## src/rtl/button_debounce_multi_if.sv

```systemverilog
// Button-side bundle for button_debounce_multi: raw inputs in, conditioned levels and pulses out.
// state_dbg packs each channel's 2-bit FSM state (channel i at [2*i+1:2*i]) for observation.
interface button_debounce_multi_if #(
    parameter int N_CH = 4
);
    logic [N_CH-1:0]   btn_in;
    logic [N_CH-1:0]   btn_level;
    logic [N_CH-1:0]   btn_press;
    logic [N_CH-1:0]   btn_release;
    logic [N_CH-1:0]   btn_long;
    logic              btn_any;
    logic [2*N_CH-1:0] state_dbg;

    // There is no valid/ready handshake on this bundle. btn_in is a free-running
    // asynchronous level. btn_press/btn_release/btn_long are single-cycle pulses that
    // are always accepted. btn_level and btn_any are registered levels.
    modport master (
        output btn_in,
        input  btn_level, btn_press, btn_release, btn_long, btn_any, state_dbg
    );

    modport slave (
        input  btn_in,
        output btn_level, btn_press, btn_release, btn_long, btn_any, state_dbg
    );
endinterface

```

## src/rtl/button_debounce_multi.sv

```systemverilog
// N-channel push-button conditioner: 2-FF synchroniser, stable-time debounce,
// press/release pulses, long-press detection and auto-repeat, all channels independent.
module button_debounce_multi #(
    parameter int N_CH            = 4,
    parameter int DEBOUNCE_CYCLES = 10000,
    parameter int LONG_CYCLES     = 0,
    parameter int REPEAT_CYCLES   = 0,
    parameter bit ACTIVE_LOW      = 1'b0
) (
    input logic                    Clk,
    input logic                    Rst_n,
    button_debounce_multi_if.slave bus
);

    localparam int MAX_A = (DEBOUNCE_CYCLES > LONG_CYCLES) ? DEBOUNCE_CYCLES : LONG_CYCLES;
    localparam int MAX_T = (MAX_A > REPEAT_CYCLES) ? MAX_A : REPEAT_CYCLES;
    localparam int CW    = $clog2(MAX_T) + 1;

    localparam logic [CW-1:0] DEB_LAST  = CW'(DEBOUNCE_CYCLES - 1);
    localparam logic [CW-1:0] LONG_LAST = CW'((LONG_CYCLES > 0) ? LONG_CYCLES - 1 : 0);
    localparam logic [CW-1:0] RPT_LAST  = CW'((REPEAT_CYCLES > 0) ? REPEAT_CYCLES - 1 : 0);
    localparam bit            LONG_EN   = (LONG_CYCLES > 0);
    localparam bit            RPT_EN    = (REPEAT_CYCLES > 0);

    typedef enum logic [1:0] {
        IDLE    = 2'd0,
        PRESS_W = 2'd1,
        PRESSED = 2'd2,
        REL_W   = 2'd3
    } state_e;

    logic [N_CH-1:0] sync1_q, sync1_d;
    logic [N_CH-1:0] sync2_q, sync2_d;
    state_e          state_q [N_CH];
    state_e          state_d [N_CH];
    logic [CW-1:0]   cnt_q   [N_CH];
    logic [CW-1:0]   cnt_d   [N_CH];
    logic [CW-1:0]   hold_q  [N_CH];
    logic [CW-1:0]   hold_d  [N_CH];
    logic [CW-1:0]   rpt_q   [N_CH];
    logic [CW-1:0]   rpt_d   [N_CH];
    logic [N_CH-1:0] armed_q, armed_d;
    logic [N_CH-1:0] level_q, level_d;
    logic [N_CH-1:0] press_q, press_d;
    logic [N_CH-1:0] release_q, release_d;
    logic [N_CH-1:0] long_q, long_d;
    logic            any_q, any_d;

    // Inversion happens before the first flop so the synchroniser only ever sees "pressed = 1".
    always_comb begin
        sync1_d = bus.btn_in ^ {N_CH{ACTIVE_LOW}};
        sync2_d = sync1_q;
    end

    always_comb begin
        for (int i = 0; i < N_CH; i++) begin
            state_d[i]   = state_q[i];
            cnt_d[i]     = cnt_q[i];
            hold_d[i]    = hold_q[i];
            rpt_d[i]     = rpt_q[i];
            armed_d[i]   = armed_q[i];
            level_d[i]   = level_q[i];
            press_d[i]   = 1'b0;
            release_d[i] = 1'b0;
            long_d[i]    = 1'b0;

            case (state_q[i])
                IDLE: begin
                    if (sync2_q[i]) begin
                        state_d[i] = PRESS_W;
                        cnt_d[i]   = CW'(1);
                    end
                end
                PRESS_W: begin
                    if (!sync2_q[i]) begin
                        state_d[i] = IDLE;
                        cnt_d[i]   = '0;
                    end else if (cnt_q[i] == DEB_LAST) begin
                        state_d[i] = PRESSED;
                        cnt_d[i]   = '0;
                        level_d[i] = 1'b1;
                        press_d[i] = 1'b1;
                        hold_d[i]  = '0;
                        rpt_d[i]   = '0;
                        armed_d[i] = 1'b0;
                    end else begin
                        cnt_d[i] = cnt_q[i] + CW'(1);
                    end
                end
                PRESSED: begin
                    if (!sync2_q[i]) begin
                        state_d[i] = REL_W;
                        cnt_d[i]   = CW'(1);
                        rpt_d[i]   = '0;
                    end else begin
                        hold_d[i] = (hold_q[i] == '1) ? hold_q[i] : hold_q[i] + CW'(1);
                        // Repeat timer is only checked once armed, so it can never collide with btn_long.
                        if (LONG_EN && hold_q[i] == LONG_LAST) begin
                            long_d[i]  = 1'b1;
                            armed_d[i] = RPT_EN;
                            rpt_d[i]   = '0;
                        end else if (armed_q[i]) begin
                            if (rpt_q[i] == RPT_LAST) begin
                                press_d[i] = 1'b1;
                                rpt_d[i]   = '0;
                            end else begin
                                rpt_d[i] = rpt_q[i] + CW'(1);
                            end
                        end
                    end
                end
                REL_W: begin
                    if (sync2_q[i]) begin
                        state_d[i] = PRESSED;
                        cnt_d[i]   = '0;
                    end else if (cnt_q[i] == DEB_LAST) begin
                        state_d[i]   = IDLE;
                        cnt_d[i]     = '0;
                        level_d[i]   = 1'b0;
                        release_d[i] = 1'b1;
                        armed_d[i]   = 1'b0;
                    end else begin
                        cnt_d[i] = cnt_q[i] + CW'(1);
                    end
                end
                default: begin
                    state_d[i] = IDLE;
                    cnt_d[i]   = '0;
                end
            endcase
        end
        any_d = |level_d;
    end

    always_ff @(posedge Clk or negedge Rst_n) begin
        if (!Rst_n) begin
            sync1_q   <= '0;
            sync2_q   <= '0;
            armed_q   <= '0;
            level_q   <= '0;
            press_q   <= '0;
            release_q <= '0;
            long_q    <= '0;
            any_q     <= 1'b0;
            for (int i = 0; i < N_CH; i++) begin
                state_q[i] <= IDLE;
                cnt_q[i]   <= '0;
                hold_q[i]  <= '0;
                rpt_q[i]   <= '0;
            end
        end else begin
            sync1_q   <= sync1_d;
            sync2_q   <= sync2_d;
            armed_q   <= armed_d;
            level_q   <= level_d;
            press_q   <= press_d;
            release_q <= release_d;
            long_q    <= long_d;
            any_q     <= any_d;
            for (int i = 0; i < N_CH; i++) begin
                state_q[i] <= state_d[i];
                cnt_q[i]   <= cnt_d[i];
                hold_q[i]  <= hold_d[i];
                rpt_q[i]   <= rpt_d[i];
            end
        end
    end

    assign bus.btn_level   = level_q;
    assign bus.btn_press   = press_q;
    assign bus.btn_release = release_q;
    assign bus.btn_long    = long_q;
    assign bus.btn_any     = any_q;

    for (genvar g = 0; g < N_CH; g++) begin : g_dbg
        assign bus.state_dbg[2*g +: 2] = state_q[g];
    end

endmodule

```

## src/flat_wrapper.sv

```systemverilog
// flat-port wrapper written by rule: the top's interface ports become plain ports
module button_debounce_multi_flat 
#(
    parameter int N_CH            = 4,
    parameter int DEBOUNCE_CYCLES = 10000,
    parameter int LONG_CYCLES     = 0,
    parameter int REPEAT_CYCLES   = 0,
    parameter bit ACTIVE_LOW      = 1'b0
)
  (Clk, Rst_n, bus_btn_in, bus_btn_level, bus_btn_press, bus_btn_release, bus_btn_long, bus_btn_any, bus_state_dbg);
  button_debounce_multi_if #(.N_CH(N_CH)) bus_i ();
  input logic Clk;
  input logic Rst_n;
  input wire logic [$bits(bus_i.btn_in)-1:0] bus_btn_in;
  output wire logic [$bits(bus_i.btn_level)-1:0] bus_btn_level;
  output wire logic [$bits(bus_i.btn_press)-1:0] bus_btn_press;
  output wire logic [$bits(bus_i.btn_release)-1:0] bus_btn_release;
  output wire logic [$bits(bus_i.btn_long)-1:0] bus_btn_long;
  output wire logic [$bits(bus_i.btn_any)-1:0] bus_btn_any;
  output wire logic [$bits(bus_i.state_dbg)-1:0] bus_state_dbg;
  assign bus_i.btn_in = bus_btn_in;
  assign bus_btn_level = bus_i.btn_level;
  assign bus_btn_press = bus_i.btn_press;
  assign bus_btn_release = bus_i.btn_release;
  assign bus_btn_long = bus_i.btn_long;
  assign bus_btn_any = bus_i.btn_any;
  assign bus_state_dbg = bus_i.state_dbg;
  button_debounce_multi #(.N_CH(N_CH), .DEBOUNCE_CYCLES(DEBOUNCE_CYCLES), .LONG_CYCLES(LONG_CYCLES), .REPEAT_CYCLES(REPEAT_CYCLES), .ACTIVE_LOW(ACTIVE_LOW)) u_core (.Clk(Clk), .Rst_n(Rst_n), .bus(bus_i));
endmodule
```

## config.mk

```make
export PLATFORM = sky130hd
export DESIGN_NAME = button_debounce_multi_flat
export DESIGN_NICKNAME = d
export VERILOG_FILES = /design/src/rtl/button_debounce_multi_if.sv /design/src/rtl/button_debounce_multi.sv /design/src/flat_wrapper.sv
export SDC_FILE = /design/constraint.sdc
export NUM_CORES = 1
export LEC_CHECK = 0
export CORE_ASPECT_RATIO = 2
export CORE_MARGIN = 2
export CORE_UTILIZATION = 59
export DETAILED_ROUTE_END_ITERATION = 10
export PLACE_DENSITY_LB_ADDON = 0.15
export SLEW_MARGIN = 20
export SYNTH_ARGS = -nofsm -noshare
export SYNTH_HDL_FRONTEND = slang
export SYNTH_SLANG_ARGS = --single-unit
```

## constraint.sdc

```tcl
create_clock -name Clk -period 3.2 [get_ports Clk]
set_input_delay 0.64 -clock Clk [delete_from_list [all_inputs] [get_ports Clk]]
set_output_delay 0.64 -clock Clk [all_outputs]
set_load 0.01 [all_outputs]
```

==> flow_summary.toml, run 1 <==
[placement]
gp_congestion = 0.859
dpl-instance-area_um2 = 5110
dp_hpwl_um = 7280
portBuffers = 26
pre_cts_ws_ns = 0.752

[cts]
clk_latency_ns = 0.34
post_cts_resized = 0
root_buffer = "clkbuf_16"
cts_made_buffers = 9
holdBufCountCts = 0
postCtsSetupBuffers = 0
cts_max_level = 3
cts.reportedPaths.clkPinSlew_ns = 0.07
cts.sinks = 89
cts_tree = "yes"
cts_max_path_buffers = 2

[route]
vias_per_cell = 6.07
drcViolationCount = 0
drtIter0Drc = 250
wire_per_inst_um = 16.3
final_antenna_net_count = 0
dr.pass1.iters = 5
drt_wl_total_um = 10200
vias = 3816

[sta]
finalSetupTns_ns = 0
fin_crit_sh_pct = 77.5
max_freq_mhz = 403
tightest_slew_ns = 0.889
fin_hold_ws_ns = 0.269
worst_clock_skew_ns = 0.00786
maxSlewViolCount = 0
hold_viol_final = 0
setup_slack_ns = 0.720
timing.slew.headroom_pct = 40.2
rsz0062_at_grt = "no"
min_period_ns = 2.48
setup_viol = 0

[die]
initial_core_util_pct = 60.2
die_area_um2 = 8820
design.portCount = 31
rows = 46
chipHeight_um = 131
core_um2 = 7890
die_w_um = 67.4

[grt]
grt_pass1_vias = 3796
antenna_found_initial = 0
grt_max_degree = 51
grt_overflow_total = 0
grtUsageTotal_pct = 25.7
grt_pass1_wl_um = 17300

[worst_setup_path]
cp_top_family = "simple AND/OR/NAND/NOR gates"
worstPathMaxFanout = 5
crit_slowest_cell = "or4b_2"
startpoint_type = "flop"
critPathMaxStageDelay_ns = 0.71
cp-end-kind = "flop"
crit_buf_inv = 0
cp.required_ns = 3.41
critical_path_arrival_ns = 2.69
crit_chain = "or4b_2 > nor4_1 > and2_1 > o211ai_1 > or4_1"
path_class = "flop to flop"

[worst_hold_path]
min_path_type = "input pin to asynchronous set/reset pin"

[final_layout]
seqCellArea_um2 = 2230
antennaDiodeCount = 0
final_cell_area_um2 = 5380
drive_gt1_share_pct = 7.13
fill_cells = 602
multiInputGateArea_um2 = 2380
area_growth_pct = 13.5
nets = 554

[synthesis]
ys.flop_type = "dfrtp_1"
synth_seq_cells = 89
yosys.area.top_type_share_pct = 47.0
synth_edf_count = 0
yosysUniqueCellTypes = 56
avgSynthCellArea_um2 = 9.52
syn-instance-count = 498
async_flop_share_pct = 100
seq_area_frac_synth_pct = 47.0
synthTopCellsByArea = "dfrtp_1, ha_1, nor2_1, o21ai_0, nand2_1"
yosysWarnings = 0
yosys.area.top_type = "dfrtp_1"
syn-cell-area_um2 = 4740

[power_and_ir_drop]
p_leak_uw = 0.00239
cellPowerDensity_nw_per_um2 = 696
power_uw = 3750
peakVddDrop_mv = 0.439

[flow_run]
max_cap_viol_count = 0

[status]
status = "finished clean"
## layout by cell type, fill, tap and decap left out, types with 5 or more instances in the layout
master / count
inv_1: 15
and3_1: 6
or4_1: 5
nand2_1: 42
xnor2_1: 9
mux2i_1: 9
nor4_1: 6
a21oi_1: 17
xor2_1: 13
nor3_1: 15
nor2_1: 59
nand4_1: 10
nand2b_1: 9
nand3_1: 30
o21ai_0: 35
clkdlybuf4s50_1: 25
nor2b_1: 5
ha_1: 20
a211oi_1: 6
a22o_1: 13
dfrtp_1: 89
a21o_1: 9
buf_4: 7
clkbuf_16: 9
## power by group
group / internal (µW) / switching, µW
Combinational: 559 / 808
Sequential: 1250 / 141
Clock: 566 / 430
Total: 2370 / 1380
## synth_stat cells (all sizes together), types with 9 or more instances
cell / count
dfrtp: 89
nor2: 59
nand2: 42
o21ai: 37
nand3: 30
ha: 20
a21oi: 17
inv: 15
nor3: 15
a22o: 13
xor2: 13
clkbuf: 10
nand4: 10
a21o: 9
mux2i: 9
nand2b: 9
xnor2: 9
## area by class of cell
type | count | share of cell area [%]
tap | 96 | 2.23
inverter | 15 | 1.05
clock buffer | 13 | 4.83
timing repair buffer | 33 | 6.00
multi-input combinational | 380 | 44.2
clock inverter | 3 | 0.279
sequential | 89 | 41.4
## logic make-up after synthesis
| family | after synthesis | share of synthesized area (%) |
|---|---|---|
| buffers and inverters | 32 | 3.06 |
| muxes | 13 | 2.85 |
| xor gates and xnor gates | 22 | 4.06 |
| and+or+nand+nor | 219 | 23.8 |
| other | 1 | 0.0791 |
| AOI/OAI and AO/OA | 102 | 13.9 |
| adders and majority gates | 20 | 5.28 |
| DFF | 89 | 47.0 |
## per-stage QoR
step,std cells,utilization (%)
6_report,629,68.3
5_1_grt,629,68.3
4_1_cts,629,68.3
3_5_place_dp,613,64.8
3_3_place_gp,613,64.8
2_1_floorplan,501,-
## metal layers
metal,GRT usage (%),part of all wire (%),wire (µm),vias to the layer above
met2,45.8,55,5650,81
met4,11.5,2.9,300,0
met3,5.05,2.8,287,23
li1,-,-,-,1841
met5,0,0,0,-
met1,28.9,39,4000,1871
## registers in the layout, summed over array words and instances, names as in the netlist, named ones only
register                cells
u_core.bus.btn_release      4
u_core.bus.btn_press        4
u_core.sync2_q              4
u_core.sync1_q              4
u_core.bus.btn_level        4
u_core.bus.state_dbg        4
u_core.bus.btn_any          1
u_core.cnt_q               60
## path summary, 6_finish.rpt
| path | slack, ns | end | from | cells after the start |
|---|---|---|---|---|
| max in group asynchronous | 2.29 | asynchronous set/reset pin | Rst_n | 2 |
| min in group Clk | 0.35 | u_core.sync2_q[1] | u_core.sync1_q[1] | 0 |
| worst max register to register | 0.72 | u_core.bus.btn_any | u_core.cnt_q[26] | 5 |
| worst min register to register | 0.35 | u_core.sync2_q[1] | u_core.sync1_q[1] | 0 |
| worst max-delay path | 0.72 | u_core.bus.btn_any | u_core.cnt_q[26] | 5 |
| worst min-delay path | 0.27 | u_core.bus.state_dbg[0] | Rst_n | 1 |
Note: power is estimated with default switching activity, not from simulation.
==> run 2: changes to the inputs <==
--- a/config.mk
+++ b/config.mk
@@ -7,7 +7,7 @@
 export LEC_CHECK = 0
 export CORE_ASPECT_RATIO = 2
 export CORE_MARGIN = 2
-export CORE_UTILIZATION = 59
+export CORE_UTILIZATION = 54
 export DETAILED_ROUTE_END_ITERATION = 10
 export PLACE_DENSITY_LB_ADDON = 0.15
 export SLEW_MARGIN = 20
==> constraint.sdc (replaced) <==
create_clock -name Clk -period 2.05 [get_ports Clk]
set_input_delay 0.41 -clock Clk [delete_from_list [all_inputs] [get_ports Clk]]
set_output_delay 0.41 -clock Clk [all_outputs]
set_load 0.01 [all_outputs]
==> run 2 against run 1 <==
Compared with the run above: the flow now finishes with violations (negative setup slack); die area increased by 8.8%; via count increased by 9.8%; critical endpoint is now u_core.cnt_q[21]; first-iteration DRC count increased by 0.40%; setup slack got worse by 0.87 ns; utilization increased by 3.2 points.
==> flow_summary.toml, run 2 (synthesis gave the netlist of run 1 again) <==
[route]
wire_per_inst_um = 16.2
final_antenna_net_count = 0
highest_layer = "met4"
wl_met1_um = 4490
drtIter0Drc = 251
vias = 4191
vias_per_cell = 5.85
drcViolationCount = 0
wl_met3_um = 286
wl_met2_um = 6310
drt_wl_total_um = 11600
dr.pass1.iters = 4

[power_and_ir_drop]
cellPowerDensity_nw_per_um2 = 1040
p_clk_share_pct = 24.1
seqPwrFrac_pct = 33.1
pwr-share-comb_pct = 42.8
intPower_uw = 4090
p_switching_uw = 2280
p_leak_uw = 0.00283
peakVddDrop_mv = 0.749
p_sw_share_pct = 35.8

[worst_setup_path]
r2r_end = "u_core.cnt_q[21]"
path_class = "flop to flop"
critical_path_arrival_ns = 2.41
worstRegToRegCells = 7
worstPathMaxFanout = 6
regToRegSetupSlack_ns = -0.15
crit_start = "u_core.cnt_q[26]"
timing.rr.start = "u_core.cnt_q[26]"
startpoint_type = "flop"
cp.required_ns = 2.27
cp-end-kind = "flop"

[grt]
antenna_found_initial = 0
grt_pass1_vias = 4272
grtUsageTotal_pct = 25.1
grt_overflow_total = 0
grt_max_degree = 43
grt_pass1_wl_um = 19000

[final_layout]
final_cell_mix = "dfrtp_1, buf_4, nor2_1"
largest-register = "u_core.cnt_q"
area_growth_pct = 29.4
layout_commonest_cell = "dfrtp_1"
antennaDiodeCount = 0
fin_util_pct = 71.5
multiInputGateArea_um2 = 2490
drive_gt1_share_pct = 22.2
fill_cells = 660
seqCellArea_um2 = 2230
largest_register_ffs = 60
nets = 637

[status]
status = "finished with violations"
violations = "negative setup slack"

[die]
design.portCount = 31
initial_core_util_pct = 55.2
rows = 48
chipHeight_um = 137
core_um2 = 8590
die_w_um = 70.3
die_area_um2 = 9590

[worst_hold_path]
min_path_type = "input pin to asynchronous set/reset pin"

[cts]
root_buffer = "clkbuf_16"
cts.sinks = 89
cts_tree = "yes"
cts.reportedPaths.clkPinSlew_ns = 0.06
cts_max_level = 3
cts_max_path_buffers = 2
holdBufCountCts = 0
clk_latency_ns = 0.34
cts_made_buffers = 9

[placement]
gp_congestion = 1.01
dp_hpwl_um = 8480
pre_cts_ws_ns = -0.131
portBuffers = 26

[sta]
fin_crit_sh_pct = 107
min_period_ns = 2.20
timing.slew.headroom_pct = 66.4
setup_viol = 17
worst_clock_skew_ns = 0.00782
maxSlewViolCount = 0
setup_slack_ns = -0.146
hold_viol_final = 0
tightest_slew_ns = 0.499
rsz0062_at_grt = "yes"
max_freq_mhz = 455

[flow_run]
max_cap_viol_count = 0
==> run 2: cell count changes in the layout (fill, tap and decap cells not counted), moves of 5 or more <==
cell / delta
o21ai_1: +13
buf_6: +5
o21ai_0: -13
buf_4: +78
==> run 2: metrics by stage <==
stage | instances | power, µW | area, µm² | hold slack (ns) | setup TNS, ns
after global placement | 693 | 4640 | 5710 | 0.334 | -0.899
final | 716 | 6370 | 6140 | 0.00507 | -1.43
after global routing | 716 | 6800 | 6140 | 0.0335 | -3.29
after detailed placement | 693 | 4720 | 5710 | 0.337 | -1.86
after CTS | 710 | 6310 | 6040 | 0.0180 | -0.139
after floorplan | 501 | 3650 | 4790 | 0.114 | -0.832
==> run 2: power by group through the flow <==
stage | Combinational [µW] | Sequential [µW] | Clock (µW)
after CTS | 2640 | 2110 | 1560
after global routing | 3030 | 2130 | 1630
final | 2730 | 2110 | 1540
after floorplan | 1470 | 2180 | 0
after global placement | 2520 | 2120 | 0
after detailed placement | 2580 | 2140 | 0
==> run 2: layout make-up <==
class                           instances  share of cell area, %
Timing Repair Buffer                  116                   15.7
Clock buffer                           14                   4.30
Sequential cell                        89                   36.3
Inverter                               15                  0.917
Clock inverter                          2                  0.204
Multi-Input combinational cell        380                   40.5
Tap cell                              100                   2.04
==> run 2: worst max path at each step <==
stage / to / slack [ns] / depth (start not counted)
6_report: u_core.cnt_q[21] / -0.15 / 7
5_1_grt: flop / -0.23 / 7
4_1_cts: u_core.bus.btn_any / -0.13 / 5
3_5_place_dp: u_core.bus.btn_any / -0.13 / 5
3_3_place_gp: u_core.bus.btn_any / -0.11 / 5
2_1_floorplan: u_core.bus.btn_any / -0.19 / 6
==> run 2: layer usage <==
layer  track usage (%)  up-vias
met3              4.34       42
met1              26.6     2044
met4              14.6        0
met2              45.6       93
li1                  -     2012
met5                 0        -
==> run 2: worst max-delay path, stage by stage, from the launching register on <==
cell     delay (ns)
dfrtp_1        0.39
or4b_4         0.54
buf_4          0.16
nor4_4         0.33
buf_4          0.18
nor3_1         0.08
buf_4          0.18
a22o_1         0.21
==> run 2: timing repair <==
item | 4_1_cts | 5_1_grt
setup endpoints to repair | 31 | 36
pin swaps | 3 | 9
setup buffers | 1 | 5
cloned | 0 | 1
resized for setup | 13 | 26
